==> src/rtl/stage_memory.sv <==
// stage_memory: pipeline MEM stage sitting directly upstream of writeback.
// Performs loads/stores over a req/ack data bus, aligns and extends load data,
// and owns the MEM/WB pipeline register. Upstream is stalled while an access
// is outstanding; EX/MEM inputs are held stable by upstream during a stall.
//
// WB_Control layout (3 bits): [2:1] WritebackSrc, [0] RegWrite.
module stage_memory #(
  parameter int ACK_TIMEOUT = 256
) (
  input  logic        i_clk,
  input  logic        i_rst_n,
  input  logic        i_Valid,
  input  logic [2:0]  i_WB_Control,
  input  logic [4:0]  i_rd,
  input  logic [31:0] i_AluOutput,
  input  logic [31:0] i_StoreData,
  input  logic        i_MemRead,
  input  logic        i_MemWrite,
  input  logic [2:0]  i_MemFunct3,
  output logic        o_Stall,
  output logic        o_DBus_Req,
  output logic        o_DBus_We,
  output logic [31:0] o_DBus_Addr,
  output logic [31:0] o_DBus_WData,
  output logic [3:0]  o_DBus_ByteEn,
  input  logic        i_DBus_Ack,
  input  logic [31:0] i_DBus_RData,
  output logic        o_Valid,
  output logic [2:0]  o_WB_Control,
  output logic [4:0]  o_rd,
  output logic [31:0] o_AluOutput,
  output logic [31:0] o_MemoryValue,
  output logic        o_Fault
);

  // Counter only needs to hold values up to ACK_TIMEOUT-1.
  localparam int CW = (ACK_TIMEOUT < 2) ? 1 : $clog2(ACK_TIMEOUT);
  localparam logic [CW-1:0] TO_LAST = CW'((ACK_TIMEOUT > 0) ? ACK_TIMEOUT - 1 : 0);
  localparam logic TO_EN = (ACK_TIMEOUT > 0);

  localparam logic [2:0] F3_B  = 3'b000;
  localparam logic [2:0] F3_H  = 3'b001;
  localparam logic [2:0] F3_W  = 3'b010;
  localparam logic [2:0] F3_BU = 3'b100;
  localparam logic [2:0] F3_HU = 3'b101;

  typedef enum logic {
    ST_IDLE   = 1'b0,
    ST_ACCESS = 1'b1
  } state_t;

  state_t          r_state;
  logic [CW-1:0]   r_cnt;
  logic            r_DBus_Req;
  logic            r_DBus_We;
  logic [31:0]     r_DBus_Addr;
  logic [31:0]     r_DBus_WData;
  logic [3:0]      r_DBus_ByteEn;

  logic            r_Valid;
  logic [2:0]      r_WB_Control;
  logic [4:0]      r_rd;
  logic [31:0]     r_AluOutput;
  logic [31:0]     r_MemoryValue;
  logic            r_Fault;

  logic            w_memop;
  logic            w_bad_f3;
  logic            w_misalign;
  logic            w_bad;
  logic            w_good;
  logic            w_ack;
  logic            w_timeout;
  logic            w_stall;
  logic            w_fault_now;
  logic [3:0]      w_byteen;
  logic [31:0]     w_wdata;
  logic [7:0]      w_byte;
  logic [15:0]     w_half;
  logic [31:0]     w_load_value;

  assign w_memop    = i_Valid & (i_MemRead | i_MemWrite);
  assign w_bad_f3   = (i_MemFunct3 == 3'b011) | (i_MemFunct3 == 3'b110) |
                      (i_MemFunct3 == 3'b111);
  assign w_misalign = ((i_MemFunct3 == F3_H) | (i_MemFunct3 == F3_HU)) ? i_AluOutput[0]
                    : (i_MemFunct3 == F3_W) ? (i_AluOutput[1:0] != 2'b00)
                    : 1'b0;
  assign w_bad      = w_memop & ((i_MemRead & i_MemWrite) | w_bad_f3 | w_misalign);
  assign w_good     = w_memop & ~w_bad;

  // Ack only counts while a request is actually on the bus.
  assign w_ack      = (r_state == ST_ACCESS) & r_DBus_Req & i_DBus_Ack;
  // Ack in the last allowed cycle wins over the timeout.
  assign w_timeout  = TO_EN & (r_state == ST_ACCESS) & ~w_ack & (r_cnt == TO_LAST);
  assign w_stall    = (r_state == ST_IDLE) ? w_good : ~(w_ack | w_timeout);
  assign w_fault_now = ((r_state == ST_IDLE) & w_bad) | w_timeout;

  // Store lane steering: replicate data across lanes, enable the addressed bytes.
  always_comb begin
    // NOTE: every output of a combinational block gets a default first so no latch is inferred.
    w_byteen = 4'b1111;
    w_wdata  = i_StoreData;
    case (i_MemFunct3[1:0])
      2'b00: begin
        w_byteen = 4'b0001 << i_AluOutput[1:0];
        w_wdata  = {4{i_StoreData[7:0]}};
      end
      2'b01: begin
        w_byteen = i_AluOutput[1] ? 4'b1100 : 4'b0011;
        w_wdata  = {2{i_StoreData[15:0]}};
      end
      default: ;
    endcase
  end

  // Load alignment and sign/zero extension of the returned word.
  always_comb begin
    case (i_AluOutput[1:0])
      2'b00:   w_byte = i_DBus_RData[7:0];
      2'b01:   w_byte = i_DBus_RData[15:8];
      2'b10:   w_byte = i_DBus_RData[23:16];
      default: w_byte = i_DBus_RData[31:24];
    endcase
    w_half = i_AluOutput[1] ? i_DBus_RData[31:16] : i_DBus_RData[15:0];
    case (i_MemFunct3)
      F3_B:    w_load_value = {{24{w_byte[7]}}, w_byte};
      F3_H:    w_load_value = {{16{w_half[15]}}, w_half};
      F3_BU:   w_load_value = {24'h0, w_byte};
      F3_HU:   w_load_value = {16'h0, w_half};
      default: w_load_value = i_DBus_RData;
    endcase
  end

  // Access FSM: owns the bus request, registered bus fields and timeout counter.
  always_ff @(posedge i_clk or negedge i_rst_n) begin
    if (!i_rst_n) begin
      r_state       <= ST_IDLE;
      r_cnt         <= '0;
      r_DBus_Req    <= 1'b0;
      r_DBus_We     <= 1'b0;
      r_DBus_Addr   <= '0;
      r_DBus_WData  <= '0;
      r_DBus_ByteEn <= '0;
    end else begin
      // NOTE: sequential state uses non-blocking assignments so every register samples pre-edge values.
      case (r_state)
        ST_IDLE: begin
          r_cnt <= '0;
          if (w_good) begin
            r_state       <= ST_ACCESS;
            r_DBus_Req    <= 1'b1;
            r_DBus_We     <= i_MemWrite;
            r_DBus_Addr   <= {i_AluOutput[31:2], 2'b00};
            r_DBus_WData  <= w_wdata;
            r_DBus_ByteEn <= w_byteen;
          end
        end
        ST_ACCESS: begin
          if (w_ack || w_timeout) begin
            r_state    <= ST_IDLE;
            r_DBus_Req <= 1'b0;
            r_cnt      <= '0;
          end else if (TO_EN) begin
            r_cnt <= r_cnt + 1'b1;
          end
        end
        default: r_state <= ST_IDLE;
      endcase
    end
  end

  // MEM/WB register: bubble while stalled, otherwise capture the finishing instruction.
  always_ff @(posedge i_clk or negedge i_rst_n) begin
    if (!i_rst_n) begin
      r_Valid       <= 1'b0;
      r_WB_Control  <= '0;
      r_rd          <= '0;
      r_AluOutput   <= '0;
      r_MemoryValue <= '0;
      r_Fault       <= 1'b0;
    end else if (w_stall) begin
      r_Valid       <= 1'b0;
      r_WB_Control  <= '0;
      r_rd          <= '0;
      r_AluOutput   <= '0;
      r_MemoryValue <= '0;
      r_Fault       <= 1'b0;
    end else begin
      r_Valid       <= i_Valid;
      r_WB_Control  <= {i_WB_Control[2:1], i_WB_Control[0] & ~w_fault_now};
      r_rd          <= i_rd;
      r_AluOutput   <= i_AluOutput;
      r_MemoryValue <= (w_ack && i_MemRead) ? w_load_value : 32'h0;
      r_Fault       <= w_fault_now;
    end
  end

  assign o_Stall       = w_stall;
  assign o_DBus_Req    = r_DBus_Req;
  assign o_DBus_We     = r_DBus_We;
  assign o_DBus_Addr   = r_DBus_Addr;
  assign o_DBus_WData  = r_DBus_WData;
  assign o_DBus_ByteEn = r_DBus_ByteEn;
  assign o_Valid       = r_Valid;
  assign o_WB_Control  = r_WB_Control;
  assign o_rd          = r_rd;
  assign o_AluOutput   = r_AluOutput;
  assign o_MemoryValue = r_MemoryValue;
  assign o_Fault       = r_Fault;

endmodule

==> config.mk <==
export PLATFORM = sky130hd
export DESIGN_NAME = stage_memory
export DESIGN_NICKNAME = d
export VERILOG_FILES = /design/src/rtl/stage_memory.sv
export SDC_FILE = /design/constraint.sdc
export NUM_CORES = 1
export LEC_CHECK = 0
export ABC_AREA = 1
export BUFFER_PORTS_ARGS = -buffer_cell sky130_fd_sc_hd__buf_2
export CAP_MARGIN = 30
export CORE_MARGIN = 3
export CORE_UTILIZATION = 46
export DETAILED_ROUTE_END_ITERATION = 7
export PLACE_DENSITY_LB_ADDON = 0.12
export SYNTH_ARGS = -nofsm -noshare
export SYNTH_HDL_FRONTEND = slang
export SYNTH_SLANG_ARGS = --single-unit
==> constraint.sdc <==
create_clock -name i_clk -period 3.5 [get_ports i_clk]
set_clock_uncertainty 0.1 [all_clocks]
set_input_delay 0.525 -clock i_clk [delete_from_list [all_inputs] [get_ports i_clk]]
set_output_delay 0.525 -clock i_clk [all_outputs]
set_load 0.05 [all_outputs]
# Word level (Yosys, flattened, before mapping)
# Index checks and enable logic that the tools add are counted.
totals:
  reg_bits: 151
  input_bits: 113
  out_inout_bits: 145
  word_cells: 83
classes:
  add_sub_neg: 1
  n_eq_ne: 13
  shifts: 1
  n_mux: 24
  n_bitwise: 23
  n_reduce_logical: 8
ops:
  columns: ["cell", "n"]
  rows:
  - ["$pmux 32 s4", 1]
  - ["$mux 32", 3]
  - ["$pmux 32 s2", 1]
  - ["$pmux 8 s3", 1]
  - ["$mux 16", 1]
  - ["$pmux 8 s2", 1]
  - ["$eq 3x3->1 const B", 4]
  - ["$and 1x1->1", 10]
  - ["$mux 1", 9]
  - ["$add 8x1->8 const B", 1]
  - ["$eq 8x8->1 const B", 1]
  - ["$mux 8", 1]
  - ["$or 1x1->1", 8]
  - ["$pmux 4 s2", 1]
  - ["$eq 3x2->1 const B", 2]
  - ["$mux 5", 1]
  - ["$not 1->1", 5]
  - ["$eq 2x1->1 const B", 2]
  - ["$logic_not 2->1", 2]
  - ["$mux 4", 1]
  - ["$pmux 1 s2", 2]
  - ["$reduce_and 2->1", 2]
  - ["$shl 1x2->4 const A", 1]
  - ["$eq 3x1->1 const B", 1]
  - ["other kinds (8)", 8]

# Depth between registers and ports, before layout
# Gate-level depths: netlist of the first run.
depth:
  word_depth: 11
  depth_mapped: 11
  depth_no_buf: 8

# Worst setup path before layout of the first run
# OpenSTA, ideal clock, no wires.
synth_timing:
  path_kind: "input -> output"
  start: "in i_MemFunct3[1]"
  end: "out o_Stall"
  arrival_time_ns: 1.506
  required_ns: 2.875
  path_slack_ns: 1.369
  stages: 9
  path_buffers: 3
  path_cell_list: "buf_6 > inv_8 > nand2_2 > o22ai_2 > inv_2 > nand3_1 > buf_4 > nand2_2 > buf_2"
synth_between:
  elab_chain_len: 9
  word_cells_on_any_way: 17
  classes_between: "6 x eq/ne; 3 x mux; 8 x bitwise"
synth_lines:
  columns: ["item", "line", "source"]
  rows:
  - ["start: declaration", "19", "input logic [2:0] i_MemFunct3,"]
  - ["$eq 3x2->1 or $eq 3x3->1 (tied branches)", "83", "assign w_bad_f3 = (i_MemFunct3 == 3'b011) | (i_MemFunct3 == 3'b110) |"]
  - ["$or 1x1->1 (2 in series)", "83", null]
  - ["$or 1x1->1", "88", "assign w_bad = w_memop & ((i_MemRead & i_MemWrite) | w_bad_f3 | w_misalign);"]
  - ["$or 1x1->1 *", "88", null]
  - ["$and 1x1->1 *", "88", null]
  - ["$not 1->1 *", "89", "assign w_good = w_memop & ~w_bad;"]
  - ["$and 1x1->1 *", "89", null]
  - ["$mux 1 *", "95", "assign w_stall = (r_state == ST_IDLE) ? w_good : ~(w_ack | w_timeout);"]
  - ["end: declaration", "20", "output logic o_Stall,"]
# Every way passes the cells marked *; elsewhere a longest branch is shown, timed or not.

# Worst setup path after layout of the first run
# Ends and elaborated chain as after synthesis.

==> metrics.md, run 1 <==
| Metric | Value |
|---|---|
| Status | completed |
| Unrepaired setup endpoints after global routing | no |
| Cts bufs inserted | 17 |
| Synthesized cell area | about 0.0063 mm² |
| First-pass GRT wire length | ~25 mm |
| Core ar. | approximately 0.013 mm² |
| Rel. slew slack | between 60 and 70% |
| Die area | 0.0152 mm² |
| Starting density of the core | between 40% and 50% |
| Switching share of power | roughly half |
| Number of cells on the worst reg-to-reg path | 8 |
| CP endpoint kind | output port |
| FF-to-FF End | o_rd[2] |
| Die Wd | approximately 120 µm |
| Power share of the combinational group | between 40 and 50% |
| Worst-path maximum fanout | 22 |
| Worst-path clk slew | 0.06 ns |
| DP HPWL | roughly 12 mm |
| Max_cap viols | 0 |
| Setup TNS | 0 ns |
| Area leader, netlist | dfrtp_1 |
| Clk buf depth | 2 |
| CTS Sinks | between 150 and 200 |
| Vias in the first global route | a little under 5000 |
| Grt ovf | 0 |
| Synth unique cells | 31 |
| Share of cells above drive strength 1 | around 36% |
| GRT Overall Usage | between 20% and 30% |
| Period Utilization, post-route | between 70% and 80% |
| Int Power | slightly above 4000 µW |
| Gp weighted congestion | about 0.81 |
| Net Sw Power | approximately 3800 µW |
| Static leakage | about 0.0048 µW |
| Max-slew violation count | 0 |
| Die height | 123 µm |
| Wirelength, routed | between 15 and 20 mm |
| Hold Fails Final Rpt | 0 |
| Clock root buffer master | clkbuf_16 |
| Top Ports | 258 |
| Sequential power share | between 30% and 40% |
| VDD IR max | roughly 0.00050 V |
| CP Data Arrival Time | approximately 2.0 ns |
| Setup violators final | 0 |
| Area of the multi-input gates | around 0.002 mm² |
| Largest net degree at the start of global routing | between 100 and 150 |
| Vias/cell | 4.69 |
| FF+latch area | approximately 0.0038 mm² |
| Total number of H-tree levels | 4 |
| Syn avg cell area | slightly above 9 µm² |
| Routed len/inst | around 14 µm |
| Initial drt markers | approximately 370 |
| Async SR Flop Fraction | between 90% and 100% |
| Area Growth Syn to Fin | 30.7% |
| DR pass1 iterations | 4 |
| Total vias in the final route | roughly 5300 |
| Register area share after synthesis | 59.6% |
| Critical path origin | i_MemFunct3[1] |
| ANT cells | 0 |
| Number of port buffers | about 260 |
| Synth top area share | about three fifths |
| DRC viols | 0 |
| Net count reported at finish | around 1100 |
| Fillers | approximately 1200 |
| Worst slew pin tran | 0.585 ns |
| Post-layout min period | 2.58 ns |
| ANT nets after route | 0 |
| TritonCTS clock tree | yes |
| Worst skew pair latency | ~0.41 ns |
| Cell area power density | around 950 mW/mm² |
| DP Cell Count | 1100 |
| Hold/Removal Path Class | primary input to flip-flop |
| Worst r2r src | r_cnt[0] |
| Main synth FF type | dfrtp_1 |
| EDFF count, synth | 0 |
| Mapped Cells | 700 |
| Leading post-synthesis cells by cell area | dfrtp_1 60%, nand2_1 7.1%, nor2_1 6.0% |
| Reg2reg setup slack | between 1.5 and 2 ns |
| Clock power share | ~22% |
| Initial antenna violation count | 0 |
| Crit path to | o_Stall |
| Synth Register Bits | 151 |
| # rows | between 40 and 50 |
| Worst Path Required | approximately 2.9 ns |
| Peak Freq | between 300 and 400 MHz |
| Synth warn | 0 |
| Startpoint Class | primary input |
| Finished Layout Cells | 1132 |
| CP Class | primary input to output port |
==> placed cells by master (no fill, tap or decap), types with 2 or more instances in the layout <==
cell type	count
a21oi_1	55
buf_2	254
nand3_1	13
xor2_1	3
dfrtp_1	151
conb_1	2
o21ai_0	38
nand2_1	120
o21ai_1	32
clkbuf_1	2
nor3_1	10
inv_1	72
clkbuf_16	17
a21boi_0	6
clkbuf_8	4
buf_12	2
nor2_4	2
buf_4	2
inv_2	15
nor2_1	102
nand3_4	3
clkinv_2	3
nand2_2	22
o21ai_2	10
==> metal layers <==
metal / vias to the layer above / GRT usage [%] / wire length (µm)
met5: - / 0 / 0
li1: 2678 / - / -
met3: 17 / 6.04 / 1290
met2: 205 / 33.2 / 7710
met4: 0 / 7.27 / 252
met1: 2404 / 29.4 / 7020
==> registers in the layout, indices dropped and copies added, names as in the netlist <==
signal	cells
o_WB_Control	3
o_AluOutput	32
o_DBus_WData	32
o_DBus_We	1
o_MemoryValue	32
o_DBus_Addr	30
o_Fault	1
o_Valid	1
o_DBus_Req	1
o_rd	5
r_state	1
r_cnt	8
o_DBus_ByteEn	4
==> kinds of logic after synthesis <==
kind of cell / synth area share (%)
simple gates: 18.5
buf+inv: 8.90
other cells: 0.0591
xor+xnor: 0.552
compound gates: 12.2
fa+ha+maj: 0.197
flops: 59.6
==> power by group through the flow <==
stage | sequential (µW) | combinational, µW | clock [µW]
detailed placement | 2600 | 3600 | 0
finish | 2570 | 3570 | 1710
global placement | 2590 | 3560 | 0
global route | 2640 | 3790 | 1830
CTS | 2580 | 3610 | 1760
floorplan | 4560 | 711 | 0
==> worst max-delay path, stage by stage <==
cell	delay, ns
buf_2	0.41
inv_8	0.11
nand2_2	0.26
o22ai_2	0.11
inv_2	0.09
nand3_4	0.08
nand2_2	0.08
buf_2	0.28
==> cell type report <==
cell class                      count  area share, %
Timing Repair Buffer              261           16.6
Inverter                           89           4.15
Clock buffer                       23           5.88
Sequential cell                   151           45.6
Clock inverter                      7          0.845
Multi-Input combinational cell    425           24.3
Tap cell                          176           2.66
==> through the flow <==
step / total power, µW / utilization (%) / area, µm² / setup WS [ns] / hold WS [ns]
2_1_floorplan: 5270 / - / 6350 / 1.37 / 0.129
3_5_place_dp: 6200 / 57.7 / 7700 / 0.925 / 0.367
3_3_place_gp: 6150 / 57.7 / 7700 / 0.942 / 0.349
4_1_cts: 7940 / 61.8 / 8260 / 0.923 / 0.175
5_1_grt: 8250 / 62.1 / 8290 / 0.787 / 0.199
6_report: 7850 / 62.1 / 8290 / 0.917 / 0.214
==> cells in the mapped netlist (4+ instances only) <==
cell      number
inv_2         15
o21ai_0       38
buf_4          4
inv_1         72
nand2_2       22
o21ai_1       32
nor2_1       102
clkbuf_1      11
nand3_1       14
o21ai_2       10
buf_6          7
nor3_1        10
buf_2         13
a21oi_1       55
dfrtp_1      151
a21boi_0       6
nand2_1      120
==> what timing repair did <==
item / 4_1_cts / 5_1_grt
resized for setup: 0 / 0
hold buffers: 0 / 1
hold endpoints to repair: 0 / 5
buffers inserted: 0 / 0
==> worst min-delay path by stage <==
| stage | startpoint | to | depth (start not counted) |
|---|---|---|---|
| after CTS | i_rst_n | o_DBus_Addr[7] | 1 |
| after floorplan | i_rst_n | o_AluOutput[0] | 0 |
| after global routing | i_WB_Control[1] | o_WB_Control[1] | 3 |
| after global placement | r_cnt[0] | r_cnt[0] | 1 |
| after detailed placement | r_cnt[0] | r_cnt[0] | 1 |
| final | i_WB_Control[2] | o_WB_Control[2] | 3 |
Power figures use the tool's default switching activity.
==> run 2: changes to the inputs <==
CORE_UTILIZATION = 44   (was 46)
clock period = 2.19 ns   (was 3.5 ns; I/O delays follow)
==> metrics.md, run 2 (same netlist as run 1, synthesis figures left out) <==
| Metric | Value |
|---|---|
| Routed len/inst | between 10 and 15 µm |
| ANT nets after route | 0 |
| Static leakage | 0.00483 µW |
| Slowest cell on crit path | dfrtp_1 |
| Fillers | about 1300 |
| Wirelength, routed | 16.9 mm |
| Commonest non-fill, non-tap cell in the layout | buf_2 |
| Period Utilization, post-route | a little over nine tenths |
| Final worst slack | between 0.09 and 0.1 ns |
| Sequential power share | between 30% and 40% |
| Starting density of the core | 45.3% |
| Switching share of power | 46.8% |
| CP Class | flip-flop to output port |
| Worst-path clk slew | around 0.060 ns |
| Setup violators final | 0 |
| Worst slew pin tran | 0.611 ns |
| Clock root buffer master | clkbuf_16 |
| Max-slew violation count | 0 |
| Hold Fails Final Rpt | 0 |
| Hold/Removal Path Class | primary input to flip-flop |
| Cell chain of the critical path | ha_1 > nand2_1 > nor2_2 > nand2_1 > nand3_2 > nand2_2 > clkbuf_4 |
| Number of port buffers | approximately 260 |
| Peak Freq | about 480 MHz |
| Worst path top cell family by delay | simple AND/OR/NAND/NOR gates |
| Net Sw Power | a little over 6000 µW |
| Core ar. | around 0.014 mm² |
| DP Cell Count | 1114 |
| Largest net degree at the start of global routing | 90 |
| Die height | 126 µm |
| ANT cells | 0 |
| Initial antenna violation count | 0 |
| CP dominant cell by count | nand2_1 |
| Cell area power density | ~1500 mW/mm² |
| CTS Sinks | 151 |
| Die Wd | 126 µm |
| Initial drt markers | 310 |
| Unrepaired setup endpoints after global routing | no |
| CP endpoint kind | output port |
| VDD IR max | 0.000873 V |
| Share of cells above drive strength 1 | 36.7% |
| Clk buf depth | 2 |
| DR pass1 iterations | 6 |
| Buffers & Inverters on Critical Path | 1 |
| Rel. slew slack | just under 60% |
| Top Ports | between 200 and 300 |
| GRT Overall Usage | between 20% and 30% |
| Pre-CTS setup slack | 0.234 ns |
| Final Core Density | between 60% and 70% |
| Power share of the combinational group | 44.0% |
| Post-layout min period | 2.09 ns |
| First-pass GRT wire length | between 20 and 30 mm |
| Worst skew pair latency | around 0.42 ns |
| Max_cap viols | 0 |
| Setup TNS | 0 ns |
| TritonCTS clock tree | yes |
| Total vias in the final route | 5520 |
| Total number of H-tree levels | 4 |
| DRC viols | 0 |
| Vias in the first global route | between 5000 and 6000 |
| DP HPWL | roughly 12 mm |
| Clock power share | about a quarter |
| Commonest non-fill, non-tap cells in the layout | 253 x buf_2, 151 x dfrtp_1, 120 x nand2_1 |
| Status | completed |
| Area Growth Syn to Fin | 33.6% |
| CP Data Arrival Time | 1.66 ns |
| Gp weighted congestion | 0.818 |
| Int Power | approximately 7000 µW |
| Worst-path maximum fanout | 3 |
| Vias/cell | around 4.8 |
| Finished Layout Cells | 1149 |
| Setup repair bufs after CTS | 0 |
| Net count reported at finish | about 1100 |
| # rows | 43 |
| Cts bufs inserted | 17 |
| Startpoint Class | flip-flop |
| WHS | around 0.022 ns |
| Worst Path Required | around 1.8 ns |
| Grt ovf | 0 |
| Die area | 0.0159 mm² |
| Crit-path max cell delay | about 0.4 ns |
[run 2: through the flow]
stage | instance area, µm² | total power (µW)
3_5_place_dp | 7790 | 9930
5_1_grt | 8480 | 13700
2_1_floorplan | 6350 | 8420
6_report | 8480 | 13000
3_3_place_gp | 7790 | 9880
4_1_cts | 8470 | 13200
[run 2: path summary, 6_finish.rpt]
kind / startpoint / endpoint / slack [ns] / depth (start not counted)
setup / recovery: r_cnt[0] / o_Stall / 0.1 / 7
hold / removal: i_rd[4] / o_rd[4] / 0.02 / 3
setup reg to reg: r_cnt[0] / o_AluOutput[23] / 0.46 / 8
hold reg to reg: r_cnt[0] / r_cnt[0] / 0.36 / 1
max in group asynchronous: i_rst_n / o_DBus_Addr[21] / 1.08 / 3
min in group asynchronous: i_rst_n / o_DBus_Addr[12] / 0.32 / 2
[run 2: power groups by stage]
stage	Sequential (µW)	Combinational, µW	Clock, µW
6_report	4120	5740	3190
5_1_grt	4240	6060	3360
4_1_cts	4130	5790	3240
3_5_place_dp	4160	5780	0
3_3_place_gp	4150	5720	0
2_1_floorplan	7290	1140	0
[run 2: final cells by class]
| cell class | count | area, µm² | area share, % |
|---|---|---|---|
| Clock buffer | 21 | 450 | 5.31 |
| Clock inverter | 11 | 198 | 2.33 |
| Inverter | 89 | 344 | 4.06 |
| Multi-Input combinational cell | 425 | 2020 | 23.9 |
| Sequential cell | 151 | 3780 | 44.6 |
| Tap cell | 180 | 225 | 2.66 |
| Timing Repair Buffer | 272 | 1460 | 17.2 |
[run 2: worst min-delay path: cells and delay by family]
kind                   cells  cell delay, ns
buffers and inverters      2            0.14
AND/OR/NAND/NOR            1            0.04
[run 2: what timing repair did]
action,in CTS,in global routing
hold buffers,3,0
endpoints found under the hold margin,45,0
gates resized for setup,1,2
setup endpoints to repair,1,1
[run 2: routing by layer]
metal  share of wire [%]  track usage [%]  wire length (µm)  up-vias
met2                  48             34.1              8110      231
met5                   0                0                 0        -
li1                    -                -                 -     2705
met1                  42             28.4              7150     2564
met3                 7.8             5.98              1310       20
met4                 1.8             6.81               304        0
